<file path="src/rtl/pulse_safety_monitor_mc.sv">
// ---------------------------------------------------------------------------
// pulse_safety_monitor_mc
//
// Purpose:
//   Multi-channel laser pulse limit checker. Each channel synchronises its
//   raw pulse input and checks three limits independently:
//     - minimum pulse width (evaluated on the falling edge)
//     - maximum pulse width (evaluated while the pulse is high)
//     - minimum rising-edge-to-rising-edge period
//   Faults latch until clear_fail. The first faulting channel since reset or
//   clear is captured; the lowest index wins a tie.
//
// Ports:
//   clk                 system clock
//   rstn                asynchronous active-low reset
//   laser_pulse         raw asynchronous pulse inputs, bit i = channel i
//   ch_enable           per-channel check enable
//   clear_fail          single-cycle pulse, clears all latched faults
//   pw_lower_limit      per-channel min pulse width (0 = check off)
//   pw_upper_limit      per-channel max pulse width (0 = check off)
//   period_lower_limit  per-channel min period (0 = check off)
//   pw_lower_fail       latched short-pulse faults
//   pw_upper_fail       latched long-pulse faults
//   rate_fail           latched period-too-short faults
//   fault_any           registered OR of all fault bits
//   first_fault_ch      index of first channel to fault
//   first_fault_valid   first_fault_ch is meaningful
//
// Limit fields: channel i occupies bits [i*CNT_W +: CNT_W].
// There is no valid/ready handshake; clear_fail is a plain one-cycle strobe.
// ---------------------------------------------------------------------------
module pulse_safety_monitor_mc #(
    parameter int NUM_CH      = 4,
    parameter int CNT_W       = 32,
    parameter int SYNC_STAGES = 2
) (
    input  logic                    clk,
    input  logic                    rstn,
    input  logic [NUM_CH-1:0]       laser_pulse,
    input  logic [NUM_CH-1:0]       ch_enable,
    input  logic                    clear_fail,
    input  logic [NUM_CH*CNT_W-1:0] pw_lower_limit,
    input  logic [NUM_CH*CNT_W-1:0] pw_upper_limit,
    input  logic [NUM_CH*CNT_W-1:0] period_lower_limit,
    output logic [NUM_CH-1:0]       pw_lower_fail,
    output logic [NUM_CH-1:0]       pw_upper_fail,
    output logic [NUM_CH-1:0]       rate_fail,
    output logic                    fault_any,
    output logic [2:0]              first_fault_ch,
    output logic                    first_fault_valid
);

    logic [SYNC_STAGES-1:0] r_sync [NUM_CH];
    logic [NUM_CH-1:0]      r_prev;
    logic [NUM_CH-1:0]      r_in_pulse;   // a rise was seen while enabled
    logic [NUM_CH-1:0]      r_armed;      // a previous rise exists for period check
    logic [CNT_W-1:0]       r_width_cnt  [NUM_CH];
    logic [CNT_W-1:0]       r_period_cnt [NUM_CH];
    logic [NUM_CH-1:0]      r_pw_lower_fail;
    logic [NUM_CH-1:0]      r_pw_upper_fail;
    logic [NUM_CH-1:0]      r_rate_fail;
    logic                   r_fault_any;
    logic [2:0]             r_first_ch;
    logic                   r_first_valid;

    logic [NUM_CH-1:0]      w_s;
    logic [NUM_CH-1:0]      w_rise;
    logic [NUM_CH-1:0]      w_fall;
    logic [NUM_CH-1:0]      w_set_lower;
    logic [NUM_CH-1:0]      w_set_upper;
    logic [NUM_CH-1:0]      w_set_rate;
    logic [NUM_CH-1:0]      w_new_fault;
    logic [CNT_W-1:0]       w_lo         [NUM_CH];
    logic [CNT_W-1:0]       w_up         [NUM_CH];
    logic [CNT_W-1:0]       w_per        [NUM_CH];
    logic [CNT_W-1:0]       w_width_inc  [NUM_CH];
    logic [CNT_W-1:0]       w_width_now  [NUM_CH];
    logic [CNT_W-1:0]       w_period_inc [NUM_CH];
    logic [2:0]             w_first_idx;

    always_comb begin
        for (int i = 0; i < NUM_CH; i++) begin
            w_lo[i]  = pw_lower_limit[i*CNT_W +: CNT_W];
            w_up[i]  = pw_upper_limit[i*CNT_W +: CNT_W];
            w_per[i] = period_lower_limit[i*CNT_W +: CNT_W];

            w_s[i]    = r_sync[i][SYNC_STAGES-1];
            w_rise[i] = w_s[i] & ~r_prev[i];
            w_fall[i] = ~w_s[i] & r_prev[i];

            w_width_inc[i]  = (&r_width_cnt[i])  ? r_width_cnt[i]  : r_width_cnt[i]  + CNT_W'(1);
            w_period_inc[i] = (&r_period_cnt[i]) ? r_period_cnt[i] : r_period_cnt[i] + CNT_W'(1);

            // Width including the current high cycle, so a pulse of upper+1
            // cycles is flagged at the edge closing its last high cycle.
            w_width_now[i] = w_rise[i] ? CNT_W'(1) : w_width_inc[i];

            w_set_upper[i] = ch_enable[i] & w_s[i] & (w_rise[i] | r_in_pulse[i]) &
                             (w_up[i] != '0) & (w_width_now[i] > w_up[i]);
            w_set_lower[i] = ch_enable[i] & w_fall[i] & r_in_pulse[i] &
                             (w_lo[i] != '0) & (r_width_cnt[i] < w_lo[i]);
            w_set_rate[i]  = ch_enable[i] & w_rise[i] & r_armed[i] &
                             (w_per[i] != '0) & (r_period_cnt[i] < w_per[i]);
        end
        w_new_fault = w_set_lower | w_set_upper | w_set_rate;

        // Scan downward so the lowest faulting index is the one that sticks.
        w_first_idx = '0;
        for (int i = NUM_CH - 1; i >= 0; i--) begin
            if (w_new_fault[i]) w_first_idx = 3'(i);
        end
    end

    // Per-channel synchroniser, edge history and counters.
    always_ff @(posedge clk or negedge rstn) begin
        if (!rstn) begin
            for (int i = 0; i < NUM_CH; i++) begin
                r_sync[i]       <= '0;
                r_width_cnt[i]  <= '0;
                r_period_cnt[i] <= '0;
            end
            r_prev     <= '0;
            r_in_pulse <= '0;
            r_armed    <= '0;
        end else begin
            for (int i = 0; i < NUM_CH; i++) begin
                r_sync[i] <= {r_sync[i][SYNC_STAGES-2:0], laser_pulse[i]};
                // prev tracks even when disabled, so enabling mid-pulse does
                // not fabricate a rise.
                r_prev[i] <= w_s[i];
                if (!ch_enable[i]) begin
                    r_width_cnt[i]  <= '0;
                    r_period_cnt[i] <= '0;
                    r_in_pulse[i]   <= 1'b0;
                    r_armed[i]      <= 1'b0;
                end else begin
                    if (w_rise[i]) begin
                        r_width_cnt[i] <= CNT_W'(1);
                        r_in_pulse[i]  <= 1'b1;
                    end else begin
                        if (w_s[i] && r_in_pulse[i]) r_width_cnt[i] <= w_width_inc[i];
                        if (w_fall[i])               r_in_pulse[i]  <= 1'b0;
                    end
                    if (w_rise[i]) begin
                        r_period_cnt[i] <= CNT_W'(1);
                        r_armed[i]      <= 1'b1;
                    end else begin
                        r_period_cnt[i] <= w_period_inc[i];
                    end
                end
            end
        end
    end

    // Fault latches; a set in the same cycle as clear_fail survives the clear.
    always_ff @(posedge clk or negedge rstn) begin
        if (!rstn) begin
            r_pw_lower_fail <= '0;
            r_pw_upper_fail <= '0;
            r_rate_fail     <= '0;
            r_fault_any     <= 1'b0;
            r_first_ch      <= '0;
            r_first_valid   <= 1'b0;
        end else begin
            r_pw_lower_fail <= (clear_fail ? '0 : r_pw_lower_fail) | w_set_lower;
            r_pw_upper_fail <= (clear_fail ? '0 : r_pw_upper_fail) | w_set_upper;
            r_rate_fail     <= (clear_fail ? '0 : r_rate_fail)     | w_set_rate;
            r_fault_any     <= |{r_pw_lower_fail, r_pw_upper_fail, r_rate_fail};
            if (clear_fail) begin
                r_first_valid <= |w_new_fault;
                r_first_ch    <= (|w_new_fault) ? w_first_idx : 3'd0;
            end else if (!r_first_valid && (|w_new_fault)) begin
                r_first_valid <= 1'b1;
                r_first_ch    <= w_first_idx;
            end
        end
    end

    assign pw_lower_fail     = r_pw_lower_fail;
    assign pw_upper_fail     = r_pw_upper_fail;
    assign rate_fail         = r_rate_fail;
    assign fault_any         = r_fault_any;
    assign first_fault_ch    = r_first_ch;
    assign first_fault_valid = r_first_valid;

endmodule

</file>
<file path="config.mk">
export PLATFORM = sky130hd
export DESIGN_NAME = pulse_safety_monitor_mc
export DESIGN_NICKNAME = d
export VERILOG_FILES = /design/src/rtl/pulse_safety_monitor_mc.sv
export SDC_FILE = /design/constraint.sdc
export NUM_CORES = 1
export LEC_CHECK = 0
export CORE_MARGIN = 3
export CORE_UTILIZATION = 30
export CTS_CLUSTER_DIAMETER = 100
export DETAILED_ROUTE_END_ITERATION = 8
export GPL_TIMING_DRIVEN = 0
export PLACE_DENSITY = 0.61
export SLEW_MARGIN = 40
export SYNTH_ARGS = -nofsm -noshare
export SYNTH_HDL_FRONTEND = slang
export SYNTH_SLANG_ARGS = --single-unit
export TNS_END_PERCENT = 10
</file>
<file path="constraint.sdc">
create_clock -name clk -period 7.5 [get_ports clk]
set_input_delay 1.5 -clock clk [delete_from_list [all_inputs] [get_ports clk]]
set_output_delay 1.5 -clock clk [all_outputs]
set_load 0.03 [all_outputs]
</file>
### Word level (Yosys, flattened, before mapping)

Cells that the tools add are included.

* add/sub/neg operators: 8
* $lt $le $gt $ge: 12
* equality and inequality tests: 16
* mux-type cells: 64
* bitwise logic cells: 73
* reductions and logical operators: 29

Operators by type and width (count)
* two-way mux 32 bit: 32
* nonzero test 32 bit: 12
* adder 32 x 1 -> 32 bit (second input constant): 8
* < comparator 32 bit: 8
* AND reduction 32 bit: 8
* > comparator 32 bit: 4
* bitwise AND 1 bit: 56
* inequality test 3 x 1 -> 1 bit (second input constant): 8
* two-way mux 1 bit: 22
* bitwise OR 4 bit: 5
* two-way mux 3 bit: 4
* two-way mux 4 bit: 3
* inequality test 3 bit (second input constant): 4
* OR reduction 12 bit: 1
* inequality test 2 x 1 -> 1 bit (second input constant): 4
* NOT 1 bit: 8
* two-way mux 2 bit: 3
* logical AND 1 bit: 5
* bitwise OR 1 bit: 4
* OR reduction 4 bit: 1
* nonzero test 2 bit: 1
* logical NOT 1 bit: 1

* register bits after elaboration: 293
* bits of input ports: 395
* output and inout bits: 17
* logic and storage cells: 229

### Logic depth before layout (Yosys ltp)

Gate-level depths: netlist of the first run.

* word-level depth: 14
* mapped depth: 21
* mapped depth without buffers: 20

### Least setup slack after synthesis of the first run

OpenSTA, ideal clock, no wires.

* kind: reg-to-reg
* start point: reg r_width_cnt[64] (netlist bit)
* end point: reg r_first_ch[0] (netlist: first_fault_ch[0])
* library setup time: 0.101 ns
* arrival time: 4.394 ns
* data required time: 7.399 ns
* path slack: 3.005 ns
* stages on the path, launching flop included: 21
* path buffers: 1
* clock period less this slack: 4.495 ns
* cells stage by stage: dfrtp_1 > ha_1 > nand2_1 > or4_1 > nor4_4 > nor2_1 > and2_0 > clkbuf_1 > and3_1 > xnor2_1 > nor2_1 > ha_1 > a21oi_1 > nand2_1 > a221o_1 > o31a_1 > o221ai_1 > nand2_1 > nor4b_2 > a21oi_1 > o32ai_1

* cells in the longest elaborated chain, start to end: 11
* elaborated cells between the ends (all ways): 18
* classes of those cells: add/sub: 1; order compare: 2; mux: 7; bitwise: 4; reduce/logical: 4

RTL lines
* start: declaration: line 57 `logic [CNT_W-1:0] r_width_cnt [NUM_CH];`
* start signal: indexed assignment: line 141 `if (w_s[i] && r_in_pulse[i]) r_width_cnt[i] <= w_width_inc[i];`
* adder 32 x 1 -> 32 bit or AND reduction 32 bit (tied branches): line 91 `w_width_inc[i] = (&r_width_cnt[i]) ? r_width_cnt[i] : r_width_cnt[i] + CNT_W'(1);`
* two-way mux 32 bit: line 91
* two-way mux 32 bit: line 96 `w_width_now[i] = w_rise[i] ? CNT_W'(1) : w_width_inc[i];`
* > comparator 32 bit: line 99 `(w_up[i] != '0) & (w_width_now[i] > w_up[i]);`
* bitwise AND 1 bit: line 99
* bitwise OR 4 bit * (2 in series): line 105 `w_new_fault = w_set_lower | w_set_upper | w_set_rate;`
* two-way mux 2 bit: line 110 `if (w_new_fault[i]) w_first_idx = 3'(i);`
* two-way mux 3 bit: line 110
* two-way mux 3 bit, on equally long branches: line 172, 171
* two-way mux 3 bit: line 169 `if (clear_fail) begin`
* end signal: assignment: line 171 `r_first_ch <= (|w_new_fault) ? w_first_idx : 3'd0;`
* end signal: assignment: line 174 `r_first_ch <= w_first_idx;`
* end: declaration: line 63 `logic [2:0] r_first_ch;`

Every way passes the cells marked *; elsewhere a longest branch is shown, timed or not. The select of a mux whose other input is x is not followed.
A chain may end at the register's enable or synchronous reset.

### Worst setup path in the final report of the first run

* start point: reg r_width_cnt[99] (netlist bit)
* end point: reg r_first_ch[0] (netlist: first_fault_ch[0])

* cells in the longest elaborated chain, start to end: 10
* elaborated cells between the ends (all ways): 17
* classes of those cells: add/sub: 1; order compare: 2; mux: 6; bitwise: 4; reduce/logical: 4

RTL lines (line)
* adder 32 x 1 -> 32 bit or AND reduction 32 bit (tied branches): 91
* two-way mux 32 bit: 91
* two-way mux 32 bit: 96
* > comparator 32 bit: 99
* bitwise AND 1 bit: 99
* bitwise OR 4 bit * (2 in series): 105
* OR reduction 4 bit or two-way mux 3 bit (tied branches): 171, 172, 110
* two-way mux 3 bit, or another cell as far along: 171
* two-way mux 3 bit or nonzero test 2 bit (tied branches)

Marked as above.

==> impl_metrics.json, run 1 <==
{
  "antenna_found_initial": 20,
  "r2r_start": "r_width_cnt[99]$_DFFE_PN0P_",
  "synth_ff_type": "dfrtp_1",
  "postCtsResizedCells": 0,
  "synth_seq_cells": 292,
  "finalHoldViolations": 0,
  "cts_setup_buffers": 0,
  "clk_latency_ps": 560,
  "cts_buffers": 42,
  "num_rows": 108,
  "ctsHoldBuffers": 0,
  "cpMaxStageDelayCell": "nor4_4",
  "hold_path.class": "reg -> reg",
  "p_leak_nw": 16.3,
  "synth.area.top_cells": "dfrtp_1 27%, ha_1 18%, inv_1 6.0%",
  "clkTransAtPathRegs_ps": 60,
  "start_util_pct": 30.5,
  "finalCritPeriodShare_pct": 82.5,
  "ant_nets": 0,
  "r2r-end": "first_fault_ch[0]$_DFFE_PN0P_",
  "synth_top_area_share_pct": 27.4,
  "fp.dieH_um": 304,
  "layout_min_cycle_time_ps": 6180,
  "synthesis.area_um2": 26700,
  "report.final.slew_viol_count": 0,
  "max_slew_margin_pct": 41.5,
  "area_delta_synth_final_pct": 26.8,
  "grt_pass1_vias": 25492,
  "drc": 0,
  "setup_violations": 0,
  "ys_types": 77,
  "synthMostInstantiatedCell": "inv_1",
  "path_max_fanout": 10,
  "routedWlPerCell_um": 17.6,
  "r2r_cells": 20,
  "layout-drive-gt1-share_pct": 2.98,
  "grt_usage_pct": 18.7,
  "end_kind": "flip-flop",
  "drtPass1Iterations": 5,
  "ir_worst_vdd_mv": 0.146,
  "async_flop_share_pct": 100,
  "crit_start": "r_width_cnt[99]$_DFFE_PN0P_",
  "grt_pass1_wl_um": 141000,
  "grt_max_degree": 66,
  "num_io_pins": 412,
  "status": "complete, no violations",
  "syn-num-nets": 4183,
  "die_w_um": 304,
  "crit_required_ps": 7950,
  "dpl.hpwl_um": 72800,
  "max_freq_mhz": 162,
  "ys_seq_area_share_pct": 27.4,
  "syn_inst": 3404,
  "synth_area_leader_cell": "dfrtp_1",
  "critPathArrivalTime_ps": 6630,
  "postLayoutCoreUtil_pct": 38.7,
  "cts_num_sinks": 292,
  "cts_tree": "yes",
  "power_density_nw_per_um2": 129,
  "vias": 26010,
  "clk_path_buf_depth": 3,
  "max_stage_delay_ps": 730,
  "syn_area_per_cell_um2": 7.84,
  "cts_root_buf": "clkbuf_16",
  "ys_warn_count": 0,
  "clock_skew_ps": 14.7,
  "viasPerCell": 5.14,
  "rsz0062_at_grt": "false",
  "core_area_um2": 87600,
  "hold_ws_ps": 349,
  "grt-ovfl-total": 0,
  "dieArea_um2": 92600,
  "htree_levels": 2,
  "io_buffers": 408,
  "critPathKind": "reg -> reg",
  "path_cells": "clkbuf_1 -> and4_1 -> nand4_1 -> nor4_4 -> nor3_2 -> nand2b_1 -> nor2_1 -> nand2_1 -> xor2_1 -> nor2_1 -> ha_1 -> a21o_1 -> a221o_1 -> a221oi_1 -> o21ai_0 -> o21ai_0 -> nand2b_1 -> nor4b_2 -> a21oi_1 -> o32ai_1",
  "tightest_slew_ps": 869,
  "rrSetupSlack_ps": 1320,
  "ys_top_cells_by_count": "425 x inv_1, 384 x ha_1, 371 x nor2_1",
  "drv_cap": 0,
  "gp_congestion": 0.936,
  "worstSetupStartpointType": "flip-flop",
  "nets": 4640,
  "crit_end": "first_fault_ch[0]$_DFFE_PN0P_",
  "totalWireLength_um": 89100,
  "synth-edff-count": 0,
  "drtIter0Drc": 1685
}
[per-layer routing]
metal | track usage [%] | part of all wire (%)
met3 | 4.70 | 7.6
met5 | 0 | 0.12
met2 | 30.4 | 45
met4 | 5.32 | 2.7
met1 | 24.6 | 45
[critical path: cells and delay by family (launching register included)]
kind	cells	cell delay (ps)
adders and majority gates	1	300
buffers and inverters	1	270
AOI/OAI and AO/OA	7	2050
DFF	1	370
and+or+nand+nor	10	2830
xor gates and xnor gates	1	270
[registers in the layout, summed over array words and instances, names as in the netlist]
name	count
r_sync	8
r_in_pulse	4
r_width_cnt	128
r_period_cnt	128
r_prev	4
pw_upper_fail	4
fault_any	1
first_fault_valid	1
first_fault_ch	2
rate_fail	4
r_armed	4
pw_lower_fail	4
[layout by cell type, fill, tap and decap left out, drive strengths merged, types with 12 or more instances in the layout]
cell,Yosys,layout
a21o,72,72
o31ai,40,40
and3,70,70
ha,384,384
dfrtp,292,292
nand2,272,272
nand2b,16,16
or4,12,12
inv,425,428
a21oi,196,196
diode,0,13
nor2,372,372
and4,28,28
a31oi,16,16
nand4,131,131
buf,10,16
nor2b,18,18
a22o,15,15
clkbuf,81,140
nand3,151,151
clkdlybuf4s50,0,407
nor3,50,50
a211oi,14,14
and2,18,18
xor2,113,113
nor4,123,123
xnor2,103,103
o21ai,237,237
a221oi,14,14
or3,29,29
[worst min path at each step]
stage / depth (start not counted) / end / start / slack, ps
2_1_floorplan: 0 / r_sync[1]$_DFF_PN0_ / r_sync[0]$_DFF_PN0_ / 330
3_3_place_gp: 0 / r_sync[3]$_DFF_PN0_ / r_sync[2]$_DFF_PN0_ / 340
3_5_place_dp: 0 / r_sync[1]$_DFF_PN0_ / r_sync[0]$_DFF_PN0_ / 340
4_1_cts: 0 / r_sync[1]$_DFF_PN0_ / r_sync[0]$_DFF_PN0_ / 350
5_1_grt: 0 / r_sync[7]$_DFF_PN0_ / r_sync[6]$_DFF_PN0_ / 360
6_report: 0 / r_sync[1]$_DFF_PN0_ / r_sync[0]$_DFF_PN0_ / 350
[kinds of logic after synthesis]
| family | count (synthesis) | share of synthesized area [%] |
|---|---|---|
| xor gates and xnor gates | 216 | 7.08 |
| AOI/OAI and AO/OA | 674 | 15.2 |
| other | 1 | 0.0140 |
| buffers and inverters | 516 | 7.33 |
| and+or+nand+nor | 1313 | 24.7 |
| DFF | 292 | 27.4 |
| muxes | 6 | 0.230 |
| adders and majority gates | 386 | 18.1 |
[metrics by stage]
step	setup slack, ps	total power [mW]	TNS, ps	area, um2	cells
after detailed placement	1450	2.30	0	32400	4972
after floorplan	3010	1.89	0	26700	3404
after global placement	-9340	2.28	-2700870	32200	4967
final	1320	4.37	0	33900	5062
after global routing	927	4.57	0	33800	5051
after CTS	1390	4.45	0	33800	5049
[power by group]
| part | switching (mW) | internal [mW] |
|---|---|---|
| clock network | 0.811 | 1.29 |
| registers | 0.0224 | 1.59 |
| logic | 0.340 | 0.310 |
| total | 1.17 | 3.19 |
[layout make-up]
cell class              count  area (um2)
clock buffers              59        1200
fillers                  9007       53700
well taps                1155        1450
inverters                 425        1600
repair buffers            413        4200
diodes                     13        32.5
clock inverters            18         243
flip-flops and latches    292        7310
plain buffers              91         363
multi-input cells        2596       17500
No activity file was read; power rests on OpenSTA's default activity.
==> inputs of run 2 (changes only) <==
- PLACE_DENSITY: 0.61 -> 0.62
- clock period: 7.5 -> 5.2 ns (I/O delays scaled with it)
==> impl_metrics.json, run 2 (synthesized netlist as in run 1, its figures left out) <==
{
  "pwr-share-comb_pct": 15.6,
  "vias": 26063,
  "hp-start": "r_sync[0]$_DFF_PN0_",
  "finalCritPeriodShare_pct": 95.2,
  "layout_min_cycle_time_ps": 4950,
  "p_switching_mw": 1.63,
  "totalWireLength_um": 88700,
  "clk_path_buf_depth": 3,
  "r2r_cells": 20,
  "layout-drive-gt1-share_pct": 4.35,
  "finalNonFillerCells": 5071,
  "clk_latency_ps": 560,
  "end_kind": "flip-flop",
  "clock_skew_ps": 30.7,
  "hold_path.class": "reg -> reg",
  "r2r_start": "r_width_cnt[65]$_DFFE_PN0P_",
  "nets": 4657,
  "finalHoldViolations": 0,
  "pwr-share-clk_pct": 46.1,
  "fp.dieH_um": 304,
  "cts_root_buf": "clkbuf_16",
  "gp_congestion": 0.919,
  "io_buffers": 408,
  "grt_pass1_wl_um": 141000,
  "p_int_mw": 4.45,
  "path_max_fanout": 10,
  "top_regs": "r_period_cnt: 128 flops, r_width_cnt: 128 flops, r_sync: 8 flops",
  "report.final.slew_viol_count": 0,
  "setup_violations": 0,
  "crit_required_ps": 5640,
  "max_stage_delay_ps": 560,
  "worstSetupStartpointType": "flip-flop",
  "max_slew_margin_pct": 39.2,
  "crit_start": "r_width_cnt[65]$_DFFE_PN0P_",
  "pre_cts_slack_ps": -772,
  "dpl.hpwl_um": 72500,
  "p_leak_nw": 16.4,
  "p_seq_share_pct": 38.4,
  "grt_max_degree": 63,
  "hold_ws_ps": 350,
  "cp_common_cell": "nor2_1",
  "dieArea_um2": 92600,
  "ant_nets": 0,
  "routedWlPerCell_um": 17.5,
  "fin_tns_setup_ps": 0,
  "critPathArrivalTime_ps": 5390,
  "critPathKind": "reg -> reg",
  "final_cell_mix": "425 x inv_1, 407 x clkdlybuf4s50_1, 383 x ha_1",
  "grt_usage_pct": 18.7,
  "cts_num_sinks": 292,
  "cts_buffers": 40,
  "cpMaxStageDelayCell": "or4_4",
  "cts_tree": "yes",
  "grt-ovfl-total": 0,
  "drc": 0,
  "switching_share_pct": 26.8,
  "max_freq_mhz": 202,
  "ctsHoldBuffers": 0,
  "htree_levels": 2,
  "dp.cells": 4972,
  "core_area_um2": 87600,
  "num_rows": 108,
  "drtPass1Iterations": 6,
  "num_io_pins": 412,
  "power_density_nw_per_um2": 178,
  "setup_ws_ps": 248,
  "final_common_cell": "inv_1",
  "grt_pass1_vias": 25601,
  "ir_worst_vdd_mv": 0.248,
  "min_path_cells": 0,
  "drv_cap": 0,
  "start_util_pct": 30.5,
  "clkTransAtPathRegs_ps": 60,
  "path_cells": "ha_2 -> nand2_1 -> or4_4 -> nor4_4 -> buf_4 -> nor2_1 -> and3_1 -> and3_1 -> xnor2_2 -> nor2_1 -> ha_1 -> nand4_1 -> nor2_1 -> a221o_1 -> o31a_1 -> o221ai_4 -> nand2_2 -> nor4b_4 -> a21oi_1 -> o32ai_1",
  "viasPerCell": 5.14,
  "status": "complete, no violations",
  "area_delta_synth_final_pct": 27.8,
  "die_w_um": 304,
  "drtIter0Drc": 1906,
  "tightest_slew_ps": 908,
  "antenna_found_initial": 21
}
run 2: changes by cell type in the layout (fill, tap and decap cells not counted), moves of 6 or more:
cell,delta
buf_4,+20
nor4_1,-7
dfrtp_1,-6
dfrtp_2,+6
run 2: metal layers:
| layer | share of wire, % | vias to the layer above | track usage (%) | routed length [um] |
|---|---|---|---|---|
| met3 | 6.8 | 108 | 4.11 | 6070 |
| li1 | - | 13004 | - | - |
| met1 | 46 | 12262 | 25.3 | 40500 |
| met2 | 45 | 671 | 30.5 | 40300 |
| met5 | 0.13 | - | 0 | 111 |
| met4 | 1.9 | 18 | 4.22 | 1730 |
run 2: worst max-delay path, delay by kind of cell (launching register included):
kind                       cells  cell delay, ps
and+or+nand+nor               11            2290
buffers and inverters          1             180
xor gates and xnor gates       1             180
AOI/OAI and AO/OA              5            1190
DFF                            1             420
adders and majority gates      2             570
run 2: repair_timing:
item / in CTS / in global routing
setup endpoints to repair: 3 / 3
resized for setup: 22 / 31
buffers inserted: 5 / 16
pin swaps: 5 / 13
cloned: 0 / 0
run 2: path summary, 6_finish.rpt:
check,slack [ps],to
min in group asynchronous,410,r_period_cnt[107]$_DFFE_PN0P_
max,250,first_fault_ch[0]$_DFFE_PN0P_
max reg2reg,250,first_fault_ch[0]$_DFFE_PN0P_
max in group asynchronous,3700,r_width_cnt[39]$_DFFE_PN0P_
min reg2reg,350,r_sync[1]$_DFF_PN0_
min,350,r_sync[1]$_DFF_PN0_
run 2: power by group through the flow:
stage,logic (mW),registers [mW],clock network [mW]
after global routing,1.06,2.33,2.98
after global placement,0.921,2.37,0
after floorplan,0.357,2.37,0
after CTS,0.953,2.33,2.90
after detailed placement,0.943,2.37,0
final,0.945,2.33,2.80
run 2: through the flow:
step / area, um2 / total power, mW / utilization, %
after floorplan: 26700 / 2.73 / -
after global placement: 32200 / 3.29 / 36.8
after detailed placement: 32400 / 3.31 / 37.0
after CTS: 33900 / 6.19 / 38.7
after global routing: 34100 / 6.37 / 38.9
final: 34100 / 6.07 / 39.0
run 2: layout make-up:
| type | instances | area [um2] |
|---|---|---|
| fillers | 8959 | 53400 |
| plain buffers | 89 | 358 |
| clock inverters | 13 | 188 |
| diodes | 12 | 30.0 |
| well taps | 1155 | 1450 |
| multi-input cells | 2596 | 17700 |
| clock buffers | 55 | 1120 |
| repair buffers | 434 | 4370 |
| flip-flops and latches | 292 | 7310 |
| inverters | 425 | 1600 |
